[src/rtl/vedic_mult_pipe.sv]
// Three-stage pipelined Urdhva-Tiryagbhyam multiplier with valid/ready handshake.
// Signed operands are multiplied as magnitudes; the sign is reapplied in the last stage.
module vedic_mult_pipe #(
  parameter int WIDTH = 16,
  parameter int TAG_W = 4
) (
  input  logic                 clk,
  input  logic                 reset,
  input  logic                 in_valid,
  output logic                 in_ready,
  input  logic [WIDTH-1:0]     in_a,
  input  logic [WIDTH-1:0]     in_b,
  input  logic                 in_signed,
  input  logic [TAG_W-1:0]     in_tag,
  output logic                 out_valid,
  input  logic                 out_ready,
  output logic [2*WIDTH-1:0]   out_product,
  output logic [TAG_W-1:0]     out_tag
);

  localparam int H    = WIDTH / 2;
  localparam int IDXW = $clog2(H);

  // Half-width vertical-and-crosswise product: each column k sums x[i]&y[k-i].
  function automatic logic [WIDTH-1:0] vedic_half(input logic [H-1:0] x,
                                                  input logic [H-1:0] y);
    logic [WIDTH-1:0] acc;
    logic [WIDTH-1:0] col;
    int               j;
    acc = '0;
    for (int k = 0; k < 2*H-1; k++) begin
      col = '0;
      for (int i = 0; i < H; i++) begin
        j = k - i;
        if (j >= 0 && j < H)
          col = col + WIDTH'(x[i[IDXW-1:0]] & y[j[IDXW-1:0]]);
      end
      acc = acc + (col << k);
    end
    return acc;
  endfunction

  logic                 adv;

  logic                 s1_valid, s1_neg;
  logic [TAG_W-1:0]     s1_tag;
  logic [WIDTH-1:0]     s1_hh, s1_hl, s1_lh, s1_ll;

  logic                 s2_valid, s2_neg;
  logic [TAG_W-1:0]     s2_tag;
  logic [WIDTH+1:0]     s2_mid;
  logic [H-1:0]         s2_hh_hi, s2_ll_lo;

  logic [WIDTH-1:0]     a_mag, b_mag;
  logic                 neg_c;
  logic [WIDTH+1:0]     mid_c;
  logic [2*WIDTH-1:0]   mag_c, prod_c;

  assign adv      = !out_valid || out_ready;
  assign in_ready = adv;

  // NOTE: every variable assigned in always_comb is given a value on all paths, so no latch is inferred.
  always_comb begin
    a_mag  = (in_signed && in_a[WIDTH-1]) ? -in_a : in_a;
    b_mag  = (in_signed && in_b[WIDTH-1]) ? -in_b : in_b;
    neg_c  = in_signed && (in_a[WIDTH-1] ^ in_b[WIDTH-1]);
    mid_c  = (WIDTH+2)'({s1_hh[H-1:0], s1_ll[WIDTH-1:H]})
           + (WIDTH+2)'(s1_hl) + (WIDTH+2)'(s1_lh);
    mag_c  = {s2_hh_hi + H'(s2_mid[WIDTH+1:WIDTH]), s2_mid[WIDTH-1:0], s2_ll_lo};
    prod_c = s2_neg ? -mag_c : mag_c;
  end

  // NOTE: data registers are reset too, so outputs read 0 during reset; sequential state uses <= only.
  always_ff @(posedge clk or posedge reset) begin
    if (reset) begin
      s1_valid    <= 1'b0;
      s1_neg      <= 1'b0;
      s1_tag      <= '0;
      s1_hh       <= '0;
      s1_hl       <= '0;
      s1_lh       <= '0;
      s1_ll       <= '0;
      s2_valid    <= 1'b0;
      s2_neg      <= 1'b0;
      s2_tag      <= '0;
      s2_mid      <= '0;
      s2_hh_hi    <= '0;
      s2_ll_lo    <= '0;
      out_valid   <= 1'b0;
      out_product <= '0;
      out_tag     <= '0;
    end else if (adv) begin
      s1_valid <= in_valid;
      s1_neg   <= neg_c;
      s1_tag   <= in_tag;
      s1_hh    <= vedic_half(a_mag[WIDTH-1:H], b_mag[WIDTH-1:H]);
      s1_hl    <= vedic_half(a_mag[WIDTH-1:H], b_mag[H-1:0]);
      s1_lh    <= vedic_half(a_mag[H-1:0],     b_mag[WIDTH-1:H]);
      s1_ll    <= vedic_half(a_mag[H-1:0],     b_mag[H-1:0]);

      s2_valid <= s1_valid;
      s2_neg   <= s1_neg;
      s2_tag   <= s1_tag;
      s2_mid   <= mid_c;
      s2_hh_hi <= s1_hh[WIDTH-1:H];
      s2_ll_lo <= s1_ll[H-1:0];

      out_valid <= s2_valid;
      // Result registers only change when a real result lands, so bubbles leave them untouched.
      if (s2_valid) begin
        out_product <= prod_c;
        out_tag     <= s2_tag;
      end
    end
  end

endmodule

[config.mk]
export PLATFORM = sky130hd
export DESIGN_NAME = vedic_mult_pipe
export DESIGN_NICKNAME = d
export VERILOG_FILES = /design/src/rtl/vedic_mult_pipe.sv
export SDC_FILE = /design/constraint.sdc
export NUM_CORES = 1
export LEC_CHECK = 0
export CAP_MARGIN = 30
export CORE_ASPECT_RATIO = 0.5
export CORE_UTILIZATION = 50
export CTS_BUF_LIST = sky130_fd_sc_hd__clkbuf_8
export CTS_CLUSTER_SIZE = 14
export DETAILED_ROUTE_END_ITERATION = 6
export PLACE_DENSITY = 0.78
export SYNTH_ARGS = -nofsm -noshare
export SYNTH_HDL_FRONTEND = slang
export SYNTH_SLANG_ARGS = --single-unit
[constraint.sdc]
create_clock -name clk -period 4.95 [get_ports clk]
set_input_delay 0.7425 -clock clk [delete_from_list [all_inputs] [get_ports clk]]
set_output_delay 0.7425 -clock clk [all_outputs]
set_load 0.05 [all_outputs]
==> impl_results.md, run 1 <==
- Status: finished with violations
- Violated checks: setup timing
- CTS Buffer Depth: 2
- Clk pin slew, worst setup/hold paths: about 90 ps
- Root buffer cell: clkbuf_8
- Max-slew headroom: between 20% and 30%
- DP HPWL: about 54 mm
- WHS: 469 ps
- RSZ-0062 raised after global routing: true
- Yosys reg bits: 147
- Area of the die: 47400 µm²
- Fmax achieved: 0.119 GHz
- Compound-Gate Fraction of Synth Area: under 10%
- Worst R2R Start: s1_hl[4]
- Initial antenna violation count: 2
- Final setup margin: -3460 ps
- Chip width: 307 µm
- Synth warn: 0
- R2R setup slack: 1480 ps
- Vias in the first global route: 22.8k
- Placed insts: about 3.7k
- Mapped Avg Cell Area: 9.08 µm²
- Simple-gate share of the synthesized area: about 17%
- CP max stage delay: between 500 and 600 ps
- Final Setup Violations: 45
- Grt total ovfl: 0
- Worst Path Arrival: 8720 ps
- Fin cells: 3850
- Reg2Reg Capture Point: s2_mid[16]
- Synth unique cells: between 60 and 70
- TritonCTS clock tree: yes
- Worst slew pin tran: approximately 1100 ps
- Kind of critical path: in -> reg
- Final hold vios: 0
- Residual DRC: 0
- CP startpoint: in_a[0]
- NumNets Final: just under 4k
- GPL Wtd Cong: roughly 0.94
- First-pass GRT wire length: about 120 mm
- Via count: about 23k
- Core area: 45500 µm²
- Initial Util: 51.1%
- Max-Cap Viols: 0
- ANT nets after route: 0
- Largest net degree at the start of global routing: 90
- Startpoint Class: input pin
- First-pass detailed-route iteration total: 6
- Slowest CP cell: fa_2
- Critical path peak fanout: 3
- Synthesized cell area: about 23000 µm²
- XOR/XNOR Fraction of Synth Area: about a tenth
- Async S/R FF share, synth: 100%
- Later-pin clock latency in the skew report: roughly 460 ps
- Clock Skew: around 15 ps
- Total Routed Length: 87.6 mm
- H-tree depth: 4
- Mapped Cells: 2560
- Crit-path most repeated cell: xnor2_1
- HP Start: s1_ll[5]
- IO Pins: between 70 and 80
- Multiplexer share of the synthesized area: 0.905%
- P&R area growth vs syn: 46.6%
- CTS buffer count: 17
- Area leader, netlist: ha_1
- GRT Total Usage: 31.4%
- Vias/cell: 6.02
- Power Dens Cells: between 700 and 800 nW/µm²
- Layout cell share with drive strength beyond 1: between 30% and 40%
- # rows: 55
- Most used DFF post-synth: dfrtp_1
- Tcrit/Tclk final: 170%
- Avg WL per Cell: between 20 and 25 µm
- Share of synthesized area occupied by flip-flops and latches: between 10% and 20%
- Largest family of logic cells by synthesized area: adder cells
- R2R cell count: 8
- CP Data Required Time: 5260 ps
- Port Buf Inserts: between 70 and 80
- Worst VDD drop: 0.869 mV
- Top post-synthesis cells by area: ha_1 25%, fa_1 19%, dfrtp_1 16%, nor2_1 5.5%, xnor2_1 5.3%
- Yosys top cell area share: between 20% and 30%
- Max Slew Vio Count: 0
- Adder-cell area share of the yosys netlist: about 44%
- Die extent in y: 154 µm
- Hold Crit Class: reg -> reg
- CP Capture Type: flip-flop
- Initial DRC count: 2532
- Leakage: around 16 nW
- Post-synth EDFFs: 0
- Min Tclk post-route: between 8000 and 9000 ps
- Sinks on Clock Net: around 150
- CP endpoint: s1_hl[15]
## worst min-delay path by stage
stage / to / slack, ps / cells past startpoint
5_1_grt: s1_ll[2] / 490 / 2
2_1_floorplan: s2_tag[0] / 430 / 2
3_3_place_gp: s2_tag[0] / 440 / 2
4_1_cts: s2_tag[2] / 470 / 2
6_report: s1_ll[5] / 470 / 2
3_5_place_dp: s2_tag[2] / 450 / 2
## worst max-delay path: cells and delay by family
family / cells / cell delay (ps)
compound gates: 3 / 330
xor+xnor: 8 / 2030
fa+ha+maj: 8 / 3320
buf+inv: 6 / 700
mux: 1 / 100
simple gates: 6 / 1480
## layer usage
| layer | global-route usage, % | part of all wire, % | vias up |
|---|---|---|---|
| met5 | 0 | 0.013 | - |
| met3 | 5.10 | 10 | 613 |
| met4 | 12.5 | 7.9 | 2 |
| met1 | 40.0 | 36 | 11143 |
| met2 | 53.4 | 46 | 1545 |
| li1 | - | - | 9860 |
## stage by stage
stage / setup TNS, ps / area [µm²] / util, % / total power [mW] / worst slack [ps]
final: -94540 / 34100 / 74.9 / 27.0 / -3460
after global routing: -99240 / 34100 / 74.9 / 28.4 / -3520
after CTS: -81570 / 32700 / 71.8 / 23.1 / -2740
after detailed placement: -129880 / 30500 / 67.1 / 20.1 / -3800
after global placement: -124440 / 30500 / 67.1 / 19.5 / -3650
after floorplan: -84700 / 25400 / - / 14.3 / -2980
## logic make-up (layout without fill, tap and decap cells)
logic type | count (synthesis) | count (layout)
compound gates | 331 | 331
other cells | 1 | 25
fa+ha+maj | 684 | 684
buf+inv | 236 | 875
mux | 20 | 20
simple gates | 890 | 890
xor+xnor | 251 | 251
flops | 147 | 147
## area by class of cell
class,instances,area (µm²)
diodes,1,2.50
multi-input cells,2200,22800
clock buffers,18,248
clock inverters,14,164
repair buffers,683,5760
well taps,627,785
fillers,2456,11400
inverters,160,622
flip-flops and latches,147,3680
## cells in the mapped netlist, drive strengths merged (5+ instances only)
library cell  number
a211oi             5
a21o              26
a21oi             96
a22oi              5
a31o               5
a31oi             14
a41o               6
and2               8
and3              14
buf                8
clkbuf            68
dfrtp            147
fa               226
ha               458
inv              160
mux2               8
mux2i             12
nand2            301
nand2b            11
nand3             85
nand3b            11
nand4              8
nand4b             6
nor2             339
nor2b             17
nor3              26
nor3b             10
nor4               6
o21a               5
o21ai             99
o21bai             7
o22ai              7
o31ai             18
o41ai              6
or2               21
or4               12
xnor2            140
xor2             111
## sequential cells by signal (all words and copies together), names as in the netlist, 8 cells and up
register	cells
s2_ll_lo	8
s1_hh	16
s2_hh_hi	8
s1_hl	16
s1_ll	16
out_product	32
s2_mid	18
s1_lh	16
## cell usage in the layout (no fill, tap or decap), drive strengths merged, types with 7 or more instances in the layout
cell,Yosys,routed
mux2i,12,12
and3,14,14
a21oi,96,96
buf,8,616
fa,226,226
nor3,26,26
and2,8,8
clkbuf,68,20
a21o,26,26
nor2b,17,17
or4,12,12
mux2,8,8
or2,21,21
o21ai,99,99
nand3b,11,11
o21bai,7,7
xnor2,140,140
clkdlybuf4s50,0,60
nand3,85,85
nor2,339,339
ha,458,458
nor3b,10,10
o31ai,18,18
nand2b,11,11
o22ai,7,7
dfrtp,147,147
xor2,111,111
inv,160,160
nand4,8,8
conb,1,24
nand2,301,301
clkinv,0,8
a31oi,14,14
## repair_timing
| action | in CTS | in global routing |
|---|---|---|
| hold buffers | 0 | 0 |
| hold endpoints to repair | 0 | 0 |
| endpoints found under the setup margin | 47 | 45 |
| gates resized for setup | 320 | 238 |
| buffers inserted | 70 | 50 |
| pin swaps | 253 | 189 |
## power by group
part | internal [mW] | total [mW] | switching (mW)
sequential | 1.86 | 2.41 | 0.555
clock | 0.508 | 0.980 | 0.472
combinational | 11.6 | 23.6 | 12.0
(Power assumes the default switching activity.)
==> run 2, diff against run 1 <==
--- a/config.mk
+++ b/config.mk
@@ -11,7 +11,8 @@
 export CTS_BUF_LIST = sky130_fd_sc_hd__clkbuf_8
 export CTS_CLUSTER_SIZE = 14
 export DETAILED_ROUTE_END_ITERATION = 6
-export PLACE_DENSITY = 0.78
+export DONT_BUFFER_PORTS = 1
+export PLACE_DENSITY = 0.76
 export SYNTH_ARGS = -nofsm -noshare
 export SYNTH_HDL_FRONTEND = slang
 export SYNTH_SLANG_ARGS = --single-unit
==> impl_results.md, run 2 (same netlist as run 1, synthesis figures left out) <==
- Flip-flop count of the largest register after layout: 32
- Residual DRC: 0
- Reg2Reg Capture Point: s2_mid[16]
- Kind of critical path: in -> reg
- Vias/cell: ~5.6
- TritonCTS clock tree: yes
- CTS Buffer Depth: 2
- Max Slew Vio Count: 0
- Largest net degree at the start of global routing: 101
- Violated checks: setup timing
- Worst Path Arrival: 8100 ps
- Core area: roughly 45000 µm²
- Seq pwr share: a little under an eighth
- Final Setup Violations: 43
- Layout cell share with drive strength beyond 1: a little over a third
- H-tree depth: 4
- Core Util, Final: 71.4%
- Grt total ovfl: 0
- Worst R2R Start: s1_hl[3]
- # rows: 55
- Tcrit/Tclk final: 157%
- Max-slew headroom: between 20 and 30%
- Worst VDD drop: around 0.9 mV
- Initial Util: between 50% and 60%
- Clock Skew: 19.8 ps
- Startpoint Class: input pin
- Critical path peak fanout: 3
- ANT nets after route: 0
- Via count: 20.9k
- Leakage: about 15 nW
- Worst slew pin tran: roughly 1000 ps
- First-pass GRT wire length: ~110 mm
- R2R cell count: 8
- Max-Cap Viols: 0
- Clk pin slew, worst setup/hold paths: around 90 ps
- Sum Neg Setup Slack: -80400 ps
- Commonest cells after routing, fill and taps aside: 478 x buf_4, 298 x ha_1, 290 x nor2_1
- IO Pins: 79
- P&R area growth vs syn: 39.7%
- Commonest non-fill, non-tap cell in the layout: buf_4
- Hold Crit Class: in -> async
- Clock power share: 4.3%
- CP Capture Type: flip-flop
- Avg WL per Cell: 19.4 µm
- CTS buffer count: 17
- Combinational Power Share: 84.3%
- Total chip power: between 20 and 30 mW
- Placement Cell Area: between 20000 and 30000 µm²
- Vias in the first global route: 21.1k
- Chip width: a little over 300 µm
- First-pass detailed-route iteration total: 5
- Die extent in y: ~150 µm
- Net Sw Power: approximately 12 mW
- Min Tclk post-route: a little under 8000 ps
- Largest reg by FF count: out_product
- CP max stage delay: 600 ps
- Finished Cell Area: about 32000 µm²
- Final setup margin: -2820 ps
- Total Routed Length: slightly above 70 mm
- GPL Wtd Cong: approximately 0.9
- Final hold vios: 0
- Power Dens Cells: 783 nW/µm²
- Status: finished with violations
- Fmax achieved: between 0.1 and 0.15 GHz
- Initial antenna violation count: 3
- GRT Total Usage: 28.2%
- RSZ-0062 raised after global routing: true
- Area of the die: approximately 47000 µm²
- Root buffer cell: clkbuf_8
- Slowest CP cell: fa_2
- DP HPWL: 52.6 mm
- Pint: around 13 mW
- Later-pin clock latency in the skew report: 470 ps
- Initial DRC count: ~1.7k
- Crit-path most repeated cell: fa_1
- Sinks on Clock Net: roughly 150
- Port Buf Inserts: 0
- CP Data Required Time: about 5300 ps
- NumNets Final: 3796
- Sw frac: 47.4%
- Largest regs: out_product x32, s2_mid x18
- R2R setup slack: about 1500 ps
run 2: changes by cell type in the layout (fill, tap and decap cells not counted), moves of 5 or more:
cell             change
buf_2                -5
buf_4               -40
clkdlybuf4s50_1     -60
nor2_4               -9
buf_6               -15
buf_12               -6
nor2_1               +5
buf_8                -8
a21oi_2              +5
inv_2                -6
run 2: worst max path at each step:
| stage | from | endpoint | slack [ps] | cells after the start |
|---|---|---|---|---|
| 2_1_floorplan | in_a[0] | s1_hh[15] | -2980 | 28 |
| 3_3_place_gp | in_a[0] | s1_hh[15] | -3170 | 25 |
| 3_5_place_dp | in_a[0] | s1_hh[15] | -3340 | 24 |
| 4_1_cts | in_b[7] | s1_hh[15] | -2630 | 29 |
| 5_1_grt | in_b[7] | s1_lh[15] | -2980 | 30 |
| 6_report | in_b[7] | s1_lh[15] | -2820 | 29 |
run 2: worst max-delay path, delay by kind of cell:
family / cells / cell delay [ps]
adders and majority gates: 8 / 3340
and+or+nand+nor: 6 / 1520
xor gates and xnor gates: 5 / 1010
AOI/OAI and AO/OA: 5 / 920
buffers and inverters: 5 / 550
run 2: cell type report:
| type | count | area [µm²] |
|---|---|---|
| fillers | 2888 | 13000 |
| diodes | 1 | 2.50 |
| clock inverters | 15 | 229 |
| clock buffers | 17 | 234 |
| well taps | 627 | 785 |
| repair buffers | 545 | 4450 |
| multi-input cells | 2200 | 22500 |
| inverters | 160 | 629 |
| flip-flops and latches | 147 | 3680 |
run 2: timing repair:
action                                 in CTS  in global routing
endpoints found under the hold margin       0                  0
gates resized for setup                   229                179
setup endpoints to repair                  43                 43
setup buffers                              55                 34
gates cloned                                1                  0
hold buffers                                0                  0
pin swaps                                 183                150
run 2: routing by layer:
layer  wire length (µm)  GRT usage (%)  part of all wire [%]
met1              30200           38.1                    42
met2              34500           47.8                    48
met3               4800           3.48                   6.7
met4               2430           7.67                   3.4
met5                 13              0                 0.018
run 2: power groups by stage:
stage	registers (mW)	logic, mW	clock network (mW)
floorplan	2.72	11.6	0
global placement	2.88	16.5	0
detailed placement	2.91	16.9	0
CTS	2.89	19.3	1.10
global route	2.98	23.0	1.16
finish	2.89	21.4	1.10
run 2: metrics by stage:
step / hold WS, ps / setup WS [ps] / cells
finish: 240 / -2820 / 3712
global route: 265 / -2980 / 3711
CTS: 350 / -2630 / 3690
detailed placement: 456 / -3340 / 3610
global placement: 448 / -3170 / 3610
floorplan: 435 / -2980 / 2583
